`config.mk`:
```
export PLATFORM = sky130hd
export DESIGN_NAME = t04_writeback_unit
export DESIGN_NICKNAME = d
export VERILOG_FILES = /design/src/rtl/t04_writeback_unit.sv
export SDC_FILE = /design/constraint.sdc
export NUM_CORES = 1
export LEC_CHECK = 0
export BUFFER_PORTS_ARGS = -buffer_cell sky130_fd_sc_hd__buf_2
export CAP_MARGIN = 0
export CORE_ASPECT_RATIO = 0.8
export CORE_UTILIZATION = 43
export CTS_CLUSTER_DIAMETER = 120
export CTS_CLUSTER_SIZE = 25
export DETAILED_ROUTE_END_ITERATION = 16
export GPL_TIMING_DRIVEN = 0
export PLACE_DENSITY = 0.85
export SKIP_CTS_REPAIR_TIMING = 1
export SLEW_MARGIN = 20
export SYNTH_ARGS = -nofsm -noshare
export SYNTH_HDL_FRONTEND = slang
export SYNTH_SLANG_ARGS = --single-unit
```
`constraint.sdc`:
```
create_clock -name clk -period 1.7 [get_ports clk]
set_clock_uncertainty 0.1 [all_clocks]
set_input_delay 0.34 -clock clk [delete_from_list [all_inputs] [get_ports clk]]
set_output_delay 0.34 -clock clk [all_outputs]
set_load 0.005 [all_outputs]
```
`src/rtl/t04_writeback_unit.sv`:
```
// Writeback stage of the team_04 RV32I core: selects the rd result and runs
// multi-cycle loads through a request/ack handshake with a timeout.
module t04_writeback_unit #(
   parameter int unsigned TIMEOUT_CYCLES = 255
) (
   input  logic        clk,
   input  logic        rst,
   input  logic        wb_valid,
   output logic        wb_ready,
   input  logic [1:0]  wb_src,
   input  logic        reg_write_in,
   input  logic [4:0]  rd,
   input  logic [31:0] alu_result,
   input  logic [31:0] pc_plus4,
   input  logic [31:0] imm,
   input  logic [1:0]  load_size,
   input  logic        load_unsigned,
   output logic        mem_read_req,
   output logic [31:0] mem_addr,
   input  logic [31:0] mem_rdata,
   input  logic        mem_ack,
   output logic        rf_we,
   output logic [4:0]  rf_waddr,
   output logic [31:0] rf_wdata,
   output logic        misalign_err,
   output logic        timeout_err
);

   localparam logic [0:0] ST_IDLE     = 1'b0;
   localparam logic [0:0] ST_WAIT_MEM = 1'b1;

   localparam logic [1:0] SRC_ALU  = 2'b00;
   localparam logic [1:0] SRC_LOAD = 2'b01;
   localparam logic [1:0] SRC_PC4  = 2'b10;
   localparam logic [1:0] SRC_IMM  = 2'b11;

   // The counter holds completed WAIT_MEM cycles, so the limit is hit one below.
   localparam logic [7:0] TIMEOUT_LAST = 8'(TIMEOUT_CYCLES - 1);

   logic [0:0]  state_r;
   logic [7:0]  cnt_r;
   logic        ld_we_r;
   logic [4:0]  ld_rd_r;
   logic [1:0]  ld_size_r;
   logic        ld_uns_r;
   logic [1:0]  ld_off_r;

   logic        accept_s;
   logic        misalign_s;
   logic        timeout_hit_s;
   logic [31:0] sel_data_s;

   // Byte/half lane extraction with sign or zero extension; words pass through.
   function automatic logic [31:0] extract_load(
      input logic [31:0] rdata,
      input logic [1:0]  size,
      input logic        uns,
      input logic [1:0]  off
   );
      logic [31:0] shifted;
      logic [15:0] half;
      logic [31:0] res;
      shifted = rdata >> {off, 3'b000};
      half    = off[1] ? rdata[31:16] : rdata[15:0];
      case (size)
         2'b00:   res = {{24{shifted[7] & ~uns}}, shifted[7:0]};
         2'b01:   res = {{16{half[15] & ~uns}}, half};
         default: res = rdata;
      endcase
      return res;
   endfunction

   assign wb_ready = (state_r == ST_IDLE);

   // Acceptance, result selection, alignment check and timeout detection.
   always_comb begin
      accept_s      = wb_valid && (state_r == ST_IDLE);
      timeout_hit_s = (cnt_r == TIMEOUT_LAST);
      case (wb_src)
         SRC_ALU:  sel_data_s = alu_result;
         SRC_PC4:  sel_data_s = pc_plus4;
         SRC_IMM:  sel_data_s = imm;
         default:  sel_data_s = alu_result;
      endcase
      case (load_size)
         2'b00:   misalign_s = 1'b0;
         2'b01:   misalign_s = alu_result[0];
         default: misalign_s = (alu_result[1:0] != 2'b00);
      endcase
   end

   // Writeback FSM with registered request, strobe and error outputs.
   always_ff @(posedge clk) begin
      if (rst) begin
         state_r      <= ST_IDLE;
         cnt_r        <= 8'd0;
         mem_read_req <= 1'b0;
         mem_addr     <= 32'd0;
         rf_we        <= 1'b0;
         rf_waddr     <= 5'd0;
         rf_wdata     <= 32'd0;
         misalign_err <= 1'b0;
         timeout_err  <= 1'b0;
         ld_we_r      <= 1'b0;
         ld_rd_r      <= 5'd0;
         ld_size_r    <= 2'b00;
         ld_uns_r     <= 1'b0;
         ld_off_r     <= 2'b00;
      end else begin
         rf_we        <= 1'b0;
         misalign_err <= 1'b0;
         timeout_err  <= 1'b0;
         case (state_r)
            ST_IDLE: begin
               if (accept_s && (wb_src == SRC_LOAD)) begin
                  if (misalign_s) begin
                     misalign_err <= 1'b1;
                  end else begin
                     ld_we_r      <= reg_write_in;
                     ld_rd_r      <= rd;
                     ld_size_r    <= load_size;
                     ld_uns_r     <= load_unsigned;
                     ld_off_r     <= alu_result[1:0];
                     mem_addr     <= {alu_result[31:2], 2'b00};
                     cnt_r        <= 8'd0;
                     mem_read_req <= 1'b1;
                     state_r      <= ST_WAIT_MEM;
                  end
               end else if (accept_s) begin
                  rf_we    <= reg_write_in && (rd != 5'd0);
                  rf_waddr <= rd;
                  rf_wdata <= sel_data_s;
               end
            end
            ST_WAIT_MEM: begin
               // An ack on the final allowed cycle still commits.
               if (mem_ack) begin
                  rf_we        <= ld_we_r && (ld_rd_r != 5'd0);
                  rf_waddr     <= ld_rd_r;
                  rf_wdata     <= extract_load(mem_rdata, ld_size_r, ld_uns_r, ld_off_r);
                  mem_read_req <= 1'b0;
                  state_r      <= ST_IDLE;
               end else if (timeout_hit_s) begin
                  timeout_err  <= 1'b1;
                  mem_read_req <= 1'b0;
                  state_r      <= ST_IDLE;
               end else begin
                  cnt_r <= cnt_r + 8'd1;
               end
            end
            default: begin
               mem_read_req <= 1'b0;
               state_r      <= ST_IDLE;
            end
         endcase
      end
   end

endmodule

```
==> results of run 1 <==
==> routing by layer <==
layer	routed length (microns)	vias up	track usage, %	share of wire [%]
met5	0	-	0	0
met4	335	0	7.31	1.8
met3	1890	33	6.78	10
met2	8550	322	48.1	46
met1	7990	2635	41.0	43
li1	-	2684	-	-
==> critical path: cells and delay by family, from the launching register on <==
family	cells	cell delay, ns
compound gates	3	0.50
buf+inv	2	0.29
flops	1	0.33
mux	1	0.54
==> logic make-up (layout without fill, tap and decap cells) <==
family | Yosys count | count (layout) | synth area share, %
other | 1 | 2 | 0.0757
muxes | 48 | 48 | 10.3
and+or+nand+nor | 239 | 240 | 22.9
AOI/OAI and AO/OA | 163 | 163 | 23.4
adders and majority gates | 2 | 2 | 0.505
DFF | 91 | 91 | 36.8
xor gates and xnor gates | 3 | 3 | 0.530
buffers and inverters | 58 | 295 | 5.53
==> worst min-delay path by stage <==
stage	cells past startpoint	to	slack (ns)
after floorplan	2	ld_we_r$_SDFFE_PP0P_	0.34
after global placement	1	rf_wdata[14]$_SDFFE_PP0P_	0.33
after detailed placement	1	rf_wdata[13]$_SDFFE_PP0P_	0.34
after CTS	3	mem_addr[17]$_SDFFE_PP0P_	0.14
after global routing	3	mem_addr[4]$_SDFFE_PP0P_	0.14
final	3	mem_addr[3]$_SDFFE_PP0P_	0.14
==> final cells by class <==
| class | instances | area, sq um | share of cell area (%) |
|---|---|---|---|
| clock buffers | 9 | 225 | 3.29 |
| plain buffers | 51 | 330 | 4.83 |
| inverters | 5 | 26.3 | 0.384 |
| repair buffers | 222 | 1150 | 16.8 |
| repair inverters | 1 | 5.00 | 0.0731 |
| multi-input cells | 458 | 3020 | 44.2 |
| well taps | 144 | 180 | 2.63 |
| flip-flops and latches | 91 | 1830 | 26.7 |
| clock inverters | 7 | 76.3 | 1.11 |
==> cell usage after synthesis (all sizes together) (2+ instances only) <==
master / count
a21o: 8
o211ai: 10
a22o: 17
and2: 10
nor3: 21
a211oi: 9
a311oi: 7
nand3: 19
o221ai: 8
o21ai: 10
ha: 2
dfxtp: 91
nand2: 119
nand4: 2
a31oi: 3
nor2: 23
and4: 2
or4: 2
inv: 3
a31o: 6
or3: 8
nor2b: 4
buf: 30
nand2b: 11
a21oi: 54
nand3b: 8
clkinv: 2
o22ai: 2
clkbuf: 23
a2111oi: 25
and3: 2
and4b: 2
xor2: 3
mux2i: 33
mux2: 14
==> metrics by stage <==
stage	utilization, %	area (sq um)	power [mW]
2_1_floorplan	-	4960	2.76
5_1_grt	61.9	6850	5.50
4_1_cts	58.8	6510	5.25
3_3_place_gp	56.1	6200	3.20
6_report	61.9	6850	5.33
3_5_place_dp	56.1	6200	3.21
==> state kept, by name, summed over array words and instances, names as in the netlist <==
name,flops
ld_we_r,1
ld_size_r,2
rf_waddr,5
cnt_r,8
mem_addr,30
misalign_err,1
rf_wdata,32
rf_we,1
timeout_err,1
state_r,1
ld_rd_r,5
ld_off_r,2
mem_read_req,1
ld_uns_r,1
==> power by group <==
part	internal (mW)	leakage, nW	switching (mW)	total (mW)
clock network	1.15	0.148	0.923	2.08
registers	2.23	0.744	0.0571	2.29
logic	0.439	2.09	0.529	0.967
total	3.82	2.98	1.51	5.33
==> metrics.md, run 1 <==
| Metric | Value |
|---|---|
| Fill cells | `1012` |
| I/O pin cnt | `217` |
| Unrepaired setup endpoints after global routing | `true` |
| Gate count after technology mapping | `605` |
| Clock buffers created by TritonCTS | `9` |
| Max Transition Viols Final | `0` |
| Starting utilization of the core area | `44.8%` |
| Worst skew pair latency | `0.34 ns` |
| Post-synth EDFFs | `0` |
| Die extent in y | `98.0 microns` |
| Worst voltage drop across the vdd grid | `456 uV` |
| Warning count from the yosys run | `0` |
| Die Area | `about 12000 sq um` |
| Setup-violating endpoint count in the final report | `21` |
| H-tree levels | `3` |
| Buffers on Ports | `~210` |
| Main synth FF type | `dfxtp_1` |
| Setup TNS | `-1.98 ns` |
| Number of synthesized register bits | `91` |
| Slew headroom | `56.3%` |
| N_diodes | `0` |
| Detailed Route Iter0 Violations | `slightly below 500` |
| Crit Reg-Reg Endpoint | `rf_wdata[9]$_SDFFE_PP0P_` |
| Kind of critical path | `reg -> reg` |
| Critical path data required time | `~1.9 ns` |
| Maximum fanout count along the critical path | `7` |
| Part of the Yosys area used for sequential elements | `36.8%` |
| Max_cap viols | `0` |
| Number of non-filler instances in the completed layout | `988` |
| Path type of the worst min-delay path | `in -> reg` |
| Vias after detailed routing | `5674` |
| Synth Cell Area | `4950 sq um` |
| Setup slack at placement | `-0.508 ns` |
| Final critical-path setup slack | `-0.171 ns` |
| CP Capture Point | `rf_wdata[9]$_SDFFE_PP0P_` |
| R2R Setup Slk | `-0.17 ns` |
| Floorplan die width | `122 microns` |
| Leakage power of the design | `2.98 nW` |
| Area Growth Syn to Fin | `38.2%` |
| DR WL/cell | `about 19 microns` |
| Startpoint of the most critical hold path | `alu_result[3]` |
| Power per unit of standard cell area | `779 nW/um^2` |
| Top post-synthesis cells by area | `dfxtp_1, nand2_1, mux2i_1` |
| WHS | `0.144 ns` |
| Number of distinct library cells after synthesis | `54` |
| Peak per-stage delay on the critical path | `0.54 ns` |
| Wire length of the first global-routing pass | `27100 microns` |
| Area of the placeable core | `11100 sq um` |
| Worst Setup SP | `ld_off_r[1]$_SDFFE_PP0P_` |
| Largest net degree at the start of global routing | `17` |
| Result of the run | `finished with violations` |
| Vias in the first global route | `4910` |
| CP arrival | `2.02 ns` |
| Most common cell after layout, fill and taps aside | `buf_2` |
| Cells after DPL | `between 900 and 1000` |
| Portion of synthesized cell area occupied by the leading cell type | `36.8%` |
| Count of TritonRoute iterations in the first routing pass | `5` |
| Reg2Reg Depth | `6` |
| Highest-count cells in the layout ignoring fill and taps | `buf_2, nand2_1, dfxtp_1` |
| Final hold violations | `0` |
| ANT nets after route | `0` |
| Kind of end point of the critical path | `flip-flop` |
| Fraction of synthesis flops using an asynchronous set or reset pin | `0%` |
| Clock slew at the register clock pins of the worst setup and hold paths | `0.07 ns` |
| Number of sinks handled by clock tree synthesis | `91` |
| Site Rows | `34` |
| Residual DRC count | `0` |
| Cell with the largest stage delay on the worst path | `mux4_2` |
| Final estimated routing congestion in global placement | `0.940` |
| Critical path's most frequent cell | `buf_6` |
| Antenna violations before repair | `0` |
| Top achievable clock speed | `534 MHz` |
| Gr ovfl total | `0` |
| Syn_area_per_cell | `8.19 sq um` |
| Total wirelength of the detailed-routed design | `~19000 microns` |
| CTS tree | `done` |
| Clock root buffer master | `clkbuf_16` |
| Detail Placement HPWL | `14400 microns` |
| Share of cells above drive strength 1 | `about 40%` |
| Period utilisation layout | `110%` |
| Cell-by-cell listing of the critical path | `buf_6, mux4_2, a211oi_4, buf_6, a2111oi_1, a21o_1` |
| Global-route usage over all layers | `30.1%` |
| Violations in the final reports | `setup timing` |
| Nets@finish | `984` |
| Dominant cell type by area after synthesis | `dfxtp_1` |
| Least-Margin Pin Slew | `0.656 ns` |
| Clk buf depth | `2` |
| Minimum clock period after layout | `1.87 ns` |
| Critical path startpoint category | `flip-flop` |
| Via-to-Cell Ratio | `5.74` |
| Critical R2R Launch | `ld_off_r[1]$_SDFFE_PP0P_` |
(Power assumes the default switching activity.)
==> run 2, diff against run 1 <==
--- a/config.mk
+++ b/config.mk
@@ -14,6 +14,7 @@
 export DETAILED_ROUTE_END_ITERATION = 16
 export GPL_TIMING_DRIVEN = 0
 export PLACE_DENSITY = 0.85
+export SETUP_SLACK_MARGIN = 0.2
 export SKIP_CTS_REPAIR_TIMING = 1
 export SLEW_MARGIN = 20
 export SYNTH_ARGS = -nofsm -noshare
==> run 2 against run 1 <==
The flow still finishes with violations (setup timing). Core utilization rose by 10 points. Maximum frequency decreased by 3.1%. Worst setup slack worse by 0.060 ns. Die area did not move. Sequential share of layout area down 3.7 points. Count of clock-buffer cells in the layout increased by 1. Wire length is 16% higher. Clock power fell by 10%. Non-clock buffer count increased by 25. Flip-flop and latch count unchanged. Sequential power about the same. Critical endpoint is now rf_wdata[11]$_SDFFE_PP0P_. Highest routed layer unchanged.
==> metrics.md, run 2 (synthesis results as in run 1) <==
| Metric | Value |
|---|---|
| Path type of the worst min-delay path | `in -> reg` |
| Total wirelength of the detailed-routed design | `21700 microns (+16%)` |
| Clock buffers created by TritonCTS | `9 (unchanged)` |
| Critical R2R Launch | `ld_off_r[1]$_SDFFE_PP0P_` |
| Final critical-path setup slack | `-0.231 ns (-0.0600 ns)` |
| Largest net degree at the start of global routing | `16 (-1)` |
| Vias after detailed routing | `6195 (+9.2%)` |
| Worst voltage drop across the vdd grid | `444 uV (-2.8%)` |
| CTS tree | `done` |
| WHS | `0.133 ns (-0.0105 ns)` |
| Highest-count cells in the layout ignoring fill and taps | `buf_2, nand2_1, dfxtp_1` |
| Worst skew pair latency | `0.36 ns (+0.02 ns)` |
| Registers with the highest flip-flop counts | `rf_wdata x32, mem_addr x30, cnt_r x8` |
| Setup slack at placement | `-0.477 ns (+0.0309 ns)` |
| Critical path startpoint category | `flip-flop` |
| Vias in the first global route | `5194 (+5.8%)` |
| Met2 Routed Length | `9840 microns (+15%)` |
| Share of the core filled with cells in the final layout | `72.3% (+10 points)` |
| Highest metal layer with signal wires | `met4` |
| Share of cells above drive strength 1 | `53.9% (+14 points)` |
| Routed met3 length | `2030 microns (+7.4%)` |
| Most common cell after layout, fill and taps aside | `buf_2` |
| Residual DRC count | `0 (unchanged)` |
| Max FFs per register | `32 (unchanged)` |
| CP arrival | `2.08 ns (+0.06 ns)` |
| Worst Setup SP | `ld_off_r[1]$_SDFFE_PP0P_` |
| Top achievable clock speed | `518 MHz (-3.1%)` |
| Leakage power of the design | `3.52 nW (+18%)` |
| H-tree levels | `3 (unchanged)` |
| Global-route usage over all layers | `30.1% (-0.055 points)` |
| Sequential Area | `1840 sq um (+0.48%)` |
| Period utilisation layout | `114% (+3.5 points)` |
| Minimum clock period after layout | `1.93 ns (+0.0600 ns)` |
| Fill cells | `816 (-19%)` |
| Setup TNS | `-4.61 ns (-2.63 ns)` |
| Share of power burned in combinational logic | `21.8% (+3.7 points)` |
| Hold Path Depth | `3 (unchanged)` |
| Kind of critical path | `reg -> reg` |
| Setup-violating endpoint count in the final report | `31 (+48%)` |
| Via-to-Cell Ratio | `6.10 (+6.3%)` |
| Final hold violations | `0 (unchanged)` |
| Cells after DPL | `963 (unchanged)` |
| Clock root buffer master | `clkbuf_16` |
| Antenna violations before repair | `2 (+2)` |
| Result of the run | `finished with violations` |
| Site Rows | `34 (unchanged)` |
| Area of the multi-input gates | `3690 sq um (+22%)` |
| Cell with the largest stage delay on the worst path | `mux4_2` |
| NetSw | `1.57 mW (+4.0%)` |
| Number of non-filler instances in the completed layout | `1015 (+2.7%)` |
| Clock slew at the register clock pins of the worst setup and hold paths | `0.07 ns (about the same)` |
| Slew headroom | `52.7% (-3.6 points)` |
| Buffers on Ports | `213 (unchanged)` |
| Number of sinks handled by clock tree synthesis | `91 (unchanged)` |
| Net switching fraction of the power | `29.5% (+1.2 points)` |
| Count of TritonRoute iterations in the first routing pass | `5 (unchanged)` |
| Floorplan die width | `122 microns (unchanged)` |
| Pint | `3.76 mW (-1.7%)` |
| Starting utilization of the core area | `44.8% (unchanged)` |
| Violations in the final reports | `setup timing` |
| Area Growth Syn to Fin | `61.4%` |
| Unrepaired setup endpoints after global routing | `true` |
| Startpoint of the most critical hold path | `load_size[0]` |
| Proportion of power drawn by flip-flops and latches | `43.0% (about the same)` |
| Maximum fanout count along the critical path | `7 (unchanged)` |
| Final estimated routing congestion in global placement | `0.927 (-1.4%)` |
| Nets@finish | `1008 (+2.4%)` |
| Reg2Reg Depth | `6 (unchanged)` |
| Max_cap viols | `0 (unchanged)` |
| Gr ovfl total | `0 (unchanged)` |
| WL met1 | `8570 microns (+7.3%)` |
| Detail Placement HPWL | `14000 microns (-3.2%)` |
| Wire length of the first global-routing pass | `27400 microns (+1.1%)` |
| Register containing the most flip-flops in the final layout | `rf_wdata` |
| Max Transition Viols Final | `0 (unchanged)` |
| Power per unit of standard cell area | `666 nW/um^2 (-14%)` |
| Critical path data required time | `1.85 ns (about the same)` |
| ANT nets after route | `0 (unchanged)` |
| DR WL/cell | `21.4 microns (+13%)` |
| Cell-by-cell listing of the critical path | `buf_8, mux4_2, a211oi_4, buf_6, a2111oi_1, a21o_1` |
| Detailed Route Iter0 Violations | `591 (+21%)` |
| Kind of end point of the critical path | `flip-flop` |
| I/O pin cnt | `217 (unchanged)` |
| Area of the placeable core | `11100 sq um (unchanged)` |
| Die Area | `12000 sq um (unchanged)` |
| Least-Margin Pin Slew | `0.709 ns (+0.0536 ns)` |
| Die extent in y | `98.0 microns (unchanged)` |
| Peak per-stage delay on the critical path | `0.56 ns (+0.02 ns)` |
| Clk buf depth | `2 (unchanged)` |
| Clock share of power | `35.2% (-3.8 points)` |
run 2: cell count changes in the layout (fill, tap and decap cells not counted), sizes merged:
cell,before,now
clkinvlp,4,6
inv,5,4
nand3b,9,8
diode,0,3
clkinv,3,2
buf,251,277
bufinv,1,0
run 2: per-stage QoR:
stage          cell area, sq um  total power [mW]
2_1_floorplan              5120              2.79
3_3_place_gp               6360              3.20
3_5_place_dp               6360              3.22
4_1_cts                    6630              5.05
5_1_grt                    7990              5.49
6_report                   8000              5.33
run 2: final timing paths:
kind / slack (ns) / to
max reg2reg: -0.23 / rf_wdata[11]$_SDFFE_PP0P_
min reg2reg: 0.36 / mem_addr[19]$_SDFFE_PP0P_
max: -0.23 / rf_wdata[11]$_SDFFE_PP0P_
min: 0.13 / ld_size_r[0]$_SDFFE_PP0P_
run 2: cell type report:
cell class | count | share of cell area, %
clock buffer | 10 | 2.86
tap | 144 | 2.25
timing repair inverter | 1 | 0.0626
clock inverter | 6 | 0.516
inverter | 5 | 0.329
timing repair buffer | 245 | 18.1
multi-input combinational | 457 | 46.2
buffer | 53 | 6.68
antenna | 3 | 0.0939
sequential | 91 | 23.0
run 2: worst max-delay path: cells and delay by family, from the launching register on:
kind | cells | cell delay [ns]
buffers and inverters | 2 | 0.30
muxes | 1 | 0.56
DFF | 1 | 0.33
AOI/OAI and AO/OA | 3 | 0.53
run 2: metal layers:
layer / up-vias / GRT usage (%)
met5: - / 0
met4: 0 / 14.2
met3: 110 / 5.72
met2: 440 / 44.9
met1: 2911 / 41.5
li1: 2734 / -
run 2: power groups by stage:
stage | combinational (mW) | sequential [mW] | clock (mW)
final | 1.16 | 2.29 | 1.87
after global routing | 1.22 | 2.30 | 1.97
after floorplan | 0.448 | 2.34 | 0
after CTS | 0.887 | 2.29 | 1.88
after detailed placement | 0.882 | 2.33 | 0
after global placement | 0.871 | 2.33 | 0
